## config.mk

```make
export PLATFORM = sky130hd
export DESIGN_NAME = mc_ctrl
export DESIGN_NICKNAME = d
export VERILOG_FILES = /design/src/rtl/mc_ctrl_pkg.sv /design/src/rtl/mc_decode.sv /design/src/rtl/mc_ctrl.sv
export SDC_FILE = /design/constraint.sdc
export NUM_CORES = 1
export LEC_CHECK = 0
export ABC_AREA = 1
export CAP_MARGIN = 20
export CORE_MARGIN = 1
export CORE_UTILIZATION = 32
export CTS_BUF_LIST = sky130_fd_sc_hd__clkbuf_4 sky130_fd_sc_hd__clkbuf_8 sky130_fd_sc_hd__clkbuf_16
export DETAILED_ROUTE_END_ITERATION = 8
export HOLD_SLACK_MARGIN = 0.08
export MAX_ROUTING_LAYER = met4
export PLACE_DENSITY = 0.62
export SLEW_MARGIN = 15
export SYNTH_ARGS = -nofsm -noshare
export SYNTH_HDL_FRONTEND = slang
export SYNTH_HIERARCHICAL = 1
export SYNTH_SLANG_ARGS = --single-unit
```

## constraint.sdc

```tcl
create_clock -name clk -period 1.2 [get_ports clk]
set_input_delay 0.12 -clock clk [delete_from_list [all_inputs] [get_ports clk]]
set_output_delay 0.12 -clock clk [all_outputs]
set_load 0.01 [all_outputs]
```

## src/rtl/mc_ctrl_pkg.sv

```systemverilog
// Shared state encoding, instruction classes and datapath control encodings for
// the multi-cycle controller (mc_ctrl) and its field decoder (mc_decode).
package mc_ctrl_pkg;

    typedef enum logic [2:0] {
        ST_RST    = 3'd0,
        ST_FETCH  = 3'd1,
        ST_DECODE = 3'd2,
        ST_EXEC   = 3'd3,
        ST_MEM    = 3'd4,
        ST_WB     = 3'd5,
        ST_ERR    = 3'd7
    } state_t;

    typedef enum logic [2:0] {
        CLS_NONE, CLS_R, CLS_I, CLS_LUI, CLS_LW, CLS_SW, CLS_BEQ, CLS_JAL
    } cls_t;

    localparam logic [6:0] OP_R    = 7'b0110011;
    localparam logic [6:0] OP_I    = 7'b0010011;
    localparam logic [6:0] OP_LUI  = 7'b0110111;
    localparam logic [6:0] OP_LW   = 7'b0000011;
    localparam logic [6:0] OP_SW   = 7'b0100011;
    localparam logic [6:0] OP_BEQ  = 7'b1100011;
    localparam logic [6:0] OP_JAL  = 7'b1101111;
    localparam logic [6:0] F7_BASE = 7'b0000000;
    localparam logic [6:0] F7_ALT  = 7'b0100000;

    localparam logic [2:0] NPC_PLUS4  = 3'b000;
    localparam logic [2:0] NPC_BRANCH = 3'b001;
    localparam logic [2:0] NPC_JUMP   = 3'b010;

    localparam logic [1:0] WD_ALU = 2'b00;
    localparam logic [1:0] WD_MEM = 2'b01;
    localparam logic [1:0] WD_PC  = 2'b10;

    localparam logic [4:0] ALU_NOP  = 5'b00000;
    localparam logic [4:0] ALU_LUI  = 5'b00001;
    localparam logic [4:0] ALU_ADD  = 5'b00011;
    localparam logic [4:0] ALU_SUB  = 5'b00100;
    localparam logic [4:0] ALU_SLT  = 5'b01010;
    localparam logic [4:0] ALU_SLTU = 5'b01011;
    localparam logic [4:0] ALU_XOR  = 5'b01100;
    localparam logic [4:0] ALU_OR   = 5'b01101;
    localparam logic [4:0] ALU_AND  = 5'b01110;
    localparam logic [4:0] ALU_SLL  = 5'b01111;
    localparam logic [4:0] ALU_SRL  = 5'b10000;
    localparam logic [4:0] ALU_SRA  = 5'b10001;

    localparam logic [5:0] EXT_NONE        = 6'b000000;
    localparam logic [5:0] EXT_ITYPE_SHAMT = 6'b100000;
    localparam logic [5:0] EXT_ITYPE       = 6'b010000;
    localparam logic [5:0] EXT_STYPE       = 6'b001000;
    localparam logic [5:0] EXT_BTYPE       = 6'b000100;
    localparam logic [5:0] EXT_UTYPE       = 6'b000010;
    localparam logic [5:0] EXT_JTYPE       = 6'b000001;

    // alt selects SUB/SRA over ADD/SRL (funct7 bit 5 on R-type and shift-immediates)
    function automatic logic [4:0] arith_alu_op(input logic [2:0] f3, input logic alt);
        logic [4:0] res;
        res = ALU_NOP;
        case (f3)
            3'b000:  res = alt ? ALU_SUB : ALU_ADD;
            3'b001:  res = ALU_SLL;
            3'b010:  res = ALU_SLT;
            3'b011:  res = ALU_SLTU;
            3'b100:  res = ALU_XOR;
            3'b101:  res = alt ? ALU_SRA : ALU_SRL;
            3'b110:  res = ALU_OR;
            default: res = ALU_AND;
        endcase
        return res;
    endfunction

endpackage

```

## src/rtl/mc_decode.sv

```systemverilog
// Combinational instruction-field decode: op/funct7/funct3 to instruction class,
// ALU operation, immediate-extension select and illegal-encoding flag.
module mc_decode
    import mc_ctrl_pkg::*;
(
    input  logic [6:0] op,
    input  logic [6:0] funct7,
    input  logic [2:0] funct3,
    output cls_t       cls,
    output logic [4:0] alu_op,
    output logic [5:0] ext_op,
    output logic       alu_src,
    output logic       illegal
);

    always_comb begin
        cls     = CLS_NONE;
        alu_op  = ALU_NOP;
        ext_op  = EXT_NONE;
        alu_src = 1'b0;
        illegal = 1'b0;
        case (op)
            OP_R: begin
                cls     = CLS_R;
                alu_op  = arith_alu_op(funct3, funct7[5]);
                illegal = !(funct7 == F7_BASE ||
                            (funct7 == F7_ALT && (funct3 == 3'b000 || funct3 == 3'b101)));
            end
            OP_I: begin
                cls     = CLS_I;
                alu_src = 1'b1;
                // only the shift forms carry an encoding in funct7; elsewhere it is immediate
                if (funct3 == 3'b001 || funct3 == 3'b101) begin
                    ext_op  = EXT_ITYPE_SHAMT;
                    alu_op  = arith_alu_op(funct3, funct7[5]);
                    illegal = (funct3 == 3'b001) ? (funct7 != F7_BASE)
                                                 : !(funct7 == F7_BASE || funct7 == F7_ALT);
                end else begin
                    ext_op = EXT_ITYPE;
                    alu_op = arith_alu_op(funct3, 1'b0);
                end
            end
            OP_LUI: begin
                cls     = CLS_LUI;
                alu_op  = ALU_LUI;
                ext_op  = EXT_UTYPE;
                alu_src = 1'b1;
            end
            OP_LW: begin
                cls     = CLS_LW;
                alu_op  = ALU_ADD;
                ext_op  = EXT_ITYPE;
                alu_src = 1'b1;
                illegal = (funct3 != 3'b010);
            end
            OP_SW: begin
                cls     = CLS_SW;
                alu_op  = ALU_ADD;
                ext_op  = EXT_STYPE;
                alu_src = 1'b1;
                illegal = (funct3 != 3'b010);
            end
            OP_BEQ: begin
                cls     = CLS_BEQ;
                alu_op  = ALU_SUB;
                ext_op  = EXT_BTYPE;
                illegal = (funct3 != 3'b000);
            end
            OP_JAL: begin
                cls    = CLS_JAL;
                ext_op = EXT_JTYPE;
            end
            default: illegal = 1'b1;
        endcase
        if (illegal) cls = CLS_NONE;
    end

endmodule

```

## src/rtl/mc_ctrl.sv

```systemverilog
// Multi-cycle CPU control FSM with memory wait-state timeout and sticky error state.
// Optional performance counters (cycle_cnt, instret) when MC_CTRL_PERF_EN is defined.
module mc_ctrl
    import mc_ctrl_pkg::*;
#(
    parameter int WAIT_MAX = 255
) (
    input  logic       clk,
    input  logic       rstn,
    input  logic [6:0] op,
    input  logic [6:0] funct7,
    input  logic [2:0] funct3,
    input  logic       zero,
    input  logic       mem_ready,
    output logic       mem_req,
    output logic       mem_we,
    output logic       addr_sel,
    output logic       ir_we,
    output logic       pc_we,
    output logic       reg_we,
    output logic [2:0] npc_op,
    output logic [4:0] alu_op,
    output logic       alu_src,
    output logic [5:0] ext_op,
    output logic [1:0] wd_sel,
    output logic [2:0] state,
    output logic       err
`ifdef MC_CTRL_PERF_EN
    ,
    output logic [31:0] cycle_cnt,
    output logic [31:0] instret
`endif
);

    localparam int WCW = $clog2(WAIT_MAX + 1);

    state_t           state_reg, state_next;
    cls_t             cls_reg;
    logic [4:0]       alu_op_reg;
    logic [5:0]       ext_op_reg;
    logic             alu_src_reg;
    logic [WCW-1:0]   wait_cnt_reg, wait_cnt_next;
    logic             wait_last;

    cls_t             dec_cls;
    logic [4:0]       dec_alu_op;
    logic [5:0]       dec_ext_op;
    logic             dec_alu_src;
    logic             dec_illegal;

    mc_decode u_decode (
        .op      (op),
        .funct7  (funct7),
        .funct3  (funct3),
        .cls     (dec_cls),
        .alu_op  (dec_alu_op),
        .ext_op  (dec_ext_op),
        .alu_src (dec_alu_src),
        .illegal (dec_illegal)
    );

    assign wait_last = (wait_cnt_reg == WCW'(WAIT_MAX - 1));

    always_ff @(posedge clk or negedge rstn) begin
        if (!rstn) begin
            state_reg    <= ST_RST;
            wait_cnt_reg <= '0;
            cls_reg      <= CLS_NONE;
            alu_op_reg   <= ALU_NOP;
            ext_op_reg   <= EXT_NONE;
            alu_src_reg  <= 1'b0;
        end else begin
            state_reg    <= state_next;
            wait_cnt_reg <= wait_cnt_next;
            if (state_reg == ST_DECODE) begin
                cls_reg     <= dec_cls;
                alu_op_reg  <= dec_alu_op;
                ext_op_reg  <= dec_ext_op;
                alu_src_reg <= dec_alu_src;
            end
        end
    end

    always_comb begin
        state_next = state_reg;
        mem_req    = 1'b0;
        mem_we     = 1'b0;
        addr_sel   = 1'b0;
        ir_we      = 1'b0;
        pc_we      = 1'b0;
        reg_we     = 1'b0;
        npc_op     = NPC_PLUS4;
        alu_op     = ALU_NOP;
        alu_src    = 1'b0;
        ext_op     = EXT_NONE;
        wd_sel     = WD_ALU;
        case (state_reg)
            ST_RST: state_next = ST_FETCH;
            ST_FETCH: begin
                mem_req = 1'b1;
                if (mem_ready) begin
                    ir_we      = 1'b1;
                    state_next = ST_DECODE;
                end else if (wait_last) begin
                    state_next = ST_ERR;
                end
            end
            ST_DECODE: state_next = dec_illegal ? ST_ERR : ST_EXEC;
            ST_EXEC: begin
                alu_op  = alu_op_reg;
                alu_src = alu_src_reg;
                ext_op  = ext_op_reg;
                case (cls_reg)
                    CLS_LW, CLS_SW: state_next = ST_MEM;
                    CLS_BEQ: begin
                        pc_we      = 1'b1;
                        npc_op     = zero ? NPC_BRANCH : NPC_PLUS4;
                        state_next = ST_FETCH;
                    end
                    CLS_R, CLS_I, CLS_LUI, CLS_JAL: state_next = ST_WB;
                    default: state_next = ST_ERR;
                endcase
            end
            ST_MEM: begin
                mem_req  = 1'b1;
                addr_sel = 1'b1;
                mem_we   = (cls_reg == CLS_SW);
                if (mem_ready) begin
                    if (cls_reg == CLS_SW) begin
                        pc_we      = 1'b1;
                        state_next = ST_FETCH;
                    end else begin
                        state_next = ST_WB;
                    end
                end else if (wait_last) begin
                    state_next = ST_ERR;
                end
            end
            ST_WB: begin
                reg_we     = 1'b1;
                pc_we      = 1'b1;
                wd_sel     = (cls_reg == CLS_LW)  ? WD_MEM :
                             (cls_reg == CLS_JAL) ? WD_PC  : WD_ALU;
                npc_op     = (cls_reg == CLS_JAL) ? NPC_JUMP : NPC_PLUS4;
                state_next = ST_FETCH;
            end
            ST_ERR:  state_next = ST_ERR;
            default: state_next = ST_ERR;
        endcase
    end

    // Counter restarts whenever FETCH/MEM is (re)entered, counts only while stalled there
    always_comb begin
        wait_cnt_next = '0;
        if ((state_reg == ST_FETCH || state_reg == ST_MEM) && state_next == state_reg)
            wait_cnt_next = wait_cnt_reg + 1'b1;
    end

    assign state = state_reg;
    assign err   = (state_reg == ST_ERR);

`ifdef MC_CTRL_PERF_EN
    logic [31:0] cycle_cnt_reg, instret_reg;

    always_ff @(posedge clk or negedge rstn) begin
        if (!rstn) begin
            cycle_cnt_reg <= '0;
            instret_reg   <= '0;
        end else begin
            if (state_reg != ST_RST && state_reg != ST_ERR)
                cycle_cnt_reg <= cycle_cnt_reg + 32'd1;
            if (pc_we)
                instret_reg <= instret_reg + 32'd1;
        end
    end

    assign cycle_cnt = cycle_cnt_reg;
    assign instret   = instret_reg;
`endif

endmodule
```

Yosys cells after proc, flatten, opt, wreduce, memory -nomap -nowiden
Index checks and enable logic that the tools add are counted.
{ "totals": {"regBits": 26, "elab_cells": 100, "out_inout_bits": 27} }
{ "classes": {"n_addsub": 1, "mux": 42, "n_eq_ne": 30, "reduce_logical": 21} }
{ "op_table": {"columns": ["operator", "n"], "rows": [
  ["$pmux W5 S7", 2],
  ["$pmux W6 S6", 1],
  ["$eq A3 B3 Y1 const B", 10],
  ["$eq A7 B6 Y1 const B", 4],
  ["$pmux W5 S5", 1],
  ["$mux W3", 7],
  ["$pmux W3 S7", 1],
  ["$eq A3 B2 Y1 const B", 6],
  ["$mux W1", 16],
  ["$pmux W3 S5", 1],
  ["$eq A7 B7 Y1 const B", 2],
  ["$mux W6", 2],
  ["$mux W5", 2],
  ["$reduce_or A2 Y1", 5],
  ["$eq A3 B1 Y1 const B", 3],
  ["$pmux W3 S3", 1],
  ["$add A8 B1 Y8 const B", 1],
  ["$eq A8 B8 Y1 const B", 1],
  ["$mux W2", 4],
  ["$mux W8", 1],
  ["$reduce_or A4 Y1", 2],
  ["$eq A7 B2 Y1 const B", 1],
  ["$eq A7 B5 Y1 const B", 1],
  ["$logic_not A7 Y1", 1],
  ["other kinds (11)", 18]
]} }

Longest topological paths before layout
Gate-level depths: netlist (run 1).
{ "logic_depth": {"word_depth": 11, "ltp_mapped": 11, "mapped_depth_nobuf": 11} }

Cells and area by module
Netlist (run 1), hierarchy kept.
{ "by_module_without_submodules": {"columns": ["module", "area_each_um2", "instances", "seq_area_each_um2", "cells_per_inst"], "rows": [
  ["mc_ctrl", 1376.3, 1, 650.6, 184],
  ["mc_decode", 446.7, 1, 0.0, 93]
]} }

Worst setup path before layout (run 1)
No wires, ideal clock.
{ "synth_timing": {"path_kind": "flip-flop to output port", "from": "reg state_reg[2], in the netlist state[2]", "to": "out wd_sel[0]", "arrival_ps": 1285, "n_path_buf": 0, "slack_ps": -205, "t_required_ps": 1080, "stages_incl_launch_ff": 5, "cell_sequence": "dfrtp_1 inv_2 nor3_1 inv_1 nor4_2"} }
{ "synth_between": {"elab_chain_len": 2} }
{ "synth_rtl": {"columns": ["item", "line_no", "source"], "rows": [
  ["start: declaration", "mc_ctrl.sv:37", "state_t state_reg, state_next;"],
  ["start signal: assignment", "mc_ctrl.sv:73", "state_reg <= state_next;"],
  ["$eq A3 B3 Y1", "mc_ctrl.sv:97", "case (state_reg)"],
  ["$mux W2", "mc_ctrl.sv:97", null],
  ["end: declaration", "mc_ctrl.sv:25", "output logic [1:0] wd_sel,"]
]} }
No other way between the ends.

Final worst setup path (run 1)
{ "layout_timing": {"from": "reg state_reg[1], in the netlist state[1]", "to": "out wd_sel[0]"} }
The elaborated chain is that of the path after synthesis.

==> flow_metrics.tcl, run 1 <==
set metrics [dict create \
    cp.arrival_ns 1.49 \
    cp_slowest_cell "dfrtp_2" \
    antenna_found_initial 0 \
    synth-edff-count 0 \
    final-instance-count-excl-fill 476 \
    start_kind "flop" \
    cts_tree "yes" \
    synthCells 277 \
    drive_gt1_share_pct 56.2 \
    grt_start_max_net_pins 27 \
    grtUsageTotal_pct 19.7 \
    yosys.area.top_type "dfrtp_1" \
    postRouteAntennaNets 0 \
    slowest_delay_ns 0.46 \
    die_x_um 77.5 \
    worstReg2RegEnd "wait_cnt_reg[6]" \
    final_cell_mix "buf_4 (60), nor2_4 (36), inv_1 (32)" \
    final_nets 428 \
    synth-seq-cells 26 \
    rr_worst_depth 11 \
    hold_class "in2async" \
    area_growth_pct 98.0 \
    crit_required_ns 1.08 \
    status "finished, violations left" \
    path_cells "buf_4 -> nor3_4 -> inv_2 -> nor4_4 -> buf_2" \
    grt_pass1_wl_um 9330 \
    setup_viol 51 \
    clk_pin_slew_ns 0.09 \
    layout_commonest_cell "buf_4" \
    start_util_pct 33.1 \
    clock_latency_ns 0.28 \
    die_h_um 77.5 \
    clockBufferDepth 2 \
    worst_setup_path_end_kind "primary output" \
    min_period_ns 1.61 \
    detail_route.wl_per_cell_um 12.4 \
    cts_inserted_buffers 3 \
    gp_congestion 0.844 \
    finClkSkew_ns 0.00500 \
    synth_top_area_share_pct 35.7 \
    vias 2213 \
    n_antenna_cell 0 \
    port_buffers 46 \
    htreeDepth 1 \
    finalHoldViolations 0 \
    netlist_top_cells_area "dfrtp_1 (36%), nor2_1 (13%), nand2_1 (9.7%)" \
    cp_max_fo 4 \
    power_density_mw_per_mm2 516 \
    path_buf_inv 3 \
    synth_cell_types 34 \
    grt_pass1_vias 2099 \
    ys.flop_type "dfrtp_1" \
    vias_per_cell 4.65 \
    ios 48 \
    leakagePower_nw 1.69 \
    synth_nets 300 \
    dr.first_iter.drc_count 53 \
    synth_area_per_cell_um2 6.58 \
    rsz0062_at_grt "true" \
    failed_checks "negative setup slack" \
    slew_viol_final 0 \
    max_clock_freq_mhz 620 \
    crit_family "flip-flops" \
    fin_util_pct 65.6 \
    ys_seq_area_share_pct 35.7 \
    syn_area_mm2 0.00182 \
    cts_root_buffer "clkbuf_8" \
    globalRouteOverflowTotal 0 \
    place_hpwl_um 3760 \
    yosys_warnings 6 \
    dr.pass1.iters 4 \
    rows 27 \
    largest_register_ffs 8 \
    cap_violations 0 \
    die_area_mm2 0.00600 \
    clock-sinks 26 \
    worst_slack_ns -0.413 \
    crit-reg2reg-launch "state[1]" \
    drc 0 \
    period_share_pct 134 \
    post_cts_hold_buffer_count 0 \
    core_mm2 0.00551 \
    worst-setup-path-type "reg2out" \
    ir_drop_uv 414 \
    wl_um 5910 \
    dp_cells 452 \
    startpoint "state[1]" \
    ys_async_sr_fraction_pct 100 \
    r2r_setup_slack_ns -0.39 \
]
## repair_timing
item / in CTS / in global routing
gates cloned: 2 / 0
pin swaps: 29 / 29
buffers inserted: 15 / 9
endpoints found under the setup margin: 52 / 50
resized for setup: 196 / 96
## per-stage QoR
step | cell area, um^2 | hold WS [ns] | power [W] | worst slack [ns] | setup TNS (ns)
CTS | 3210 | 0.206 | 0.00187 | -0.312 | -11.21
finish | 3610 | 0.197 | 0.00186 | -0.413 | -12.29
detailed placement | 2880 | 0.500 | 0.00113 | -0.578 | -17.60
floorplan | 1880 | -0.176 | 0.000979 | -0.0453 | -0.361
global route | 3610 | 0.209 | 0.00193 | -0.504 | -15.48
global placement | 2880 | 0.490 | 0.00113 | -0.526 | -16.98
## cell families (layout without fill, tap and decap cells)
group | count (synthesis) | count (layout) | share of synthesized area [%]
compound gates | 34 | 34 | 10.4
xor+xnor | 4 | 4 | 1.92
fa+ha+maj | 2 | 2 | 1.37
buf+inv | 51 | 178 | 11.0
flops | 26 | 26 | 35.7
mux | 1 | 1 | 0.618
other cells | 1 | 1 | 0.206
simple gates | 158 | 158 | 38.7
## metal layers
| layer | share of wire, % | wire length, um | GRT usage (%) |
|---|---|---|---|
| met1 | 41 | 2410 | 22.7 |
| met2 | 55 | 3230 | 36.1 |
| met3 | 3.4 | 203 | 2.00 |
| met4 | 1.1 | 66 | 5.66 |
| met5 | 0 | 0 | - |
## worst max-delay path by stage
| stage | end | slack [ns] | cells after the start |
|---|---|---|---|
| after detailed placement | cls_reg[0] | -0.58 | 9 |
| after global placement | cls_reg[0] | -0.53 | 9 |
| after CTS | pc_we | -0.31 | 5 |
| final | wd_sel[0] | -0.41 | 5 |
| after global routing | wd_sel[0] | -0.50 | 5 |
| after floorplan | wait_cnt_reg[2] | -0.05 | 11 |
## cell usage after synthesis (2+ instances only)
cell,number
nor2_1,64
nand2_1,47
inv_1,39
dfrtp_1,26
a21oi_1,18
nand3_1,16
nor3_1,8
inv_2,7
nand2_2,7
o21ai_0,7
nor2_2,6
nand4_1,3
xor2_1,3
buf_2,2
buf_4,2
ha_1,2
nand3_2,2
o211ai_1,2
## layout make-up
cell class              instances  area (um^2)
clock inverters                 1         30.0
flip-flops and latches         26          654
multi-input cells             200         1460
fillers                       454         1900
repair buffers                128         1150
well taps                      72         90.1
inverters                      46          178
clock buffers                   3         41.3
## where the power goes
part | switching [W] | internal [W] | leakage [nW]
sequential | 0.00000115 | 0.000879 | 0.346
combinational | 0.000130 | 0.000112 | 1.31
clock | 0.000294 | 0.000447 | 0.0357
total | 0.000425 | 0.00144 | 1.69
Note: power is estimated with default switching activity, not from simulation.
==> run 2: changes to the inputs <==
--- a/config.mk
+++ b/config.mk
@@ -14,7 +14,7 @@
 export HOLD_SLACK_MARGIN = 0.08
 export MAX_ROUTING_LAYER = met4
 export PLACE_DENSITY = 0.62
-export SLEW_MARGIN = 15
+export SLEW_MARGIN = 20
 export SYNTH_ARGS = -nofsm -noshare
 export SYNTH_HDL_FRONTEND = slang
 export SYNTH_HIERARCHICAL = 1
==> results of run 2 <==
The final DEF is identical to that of run 1; final timing and power are the same.
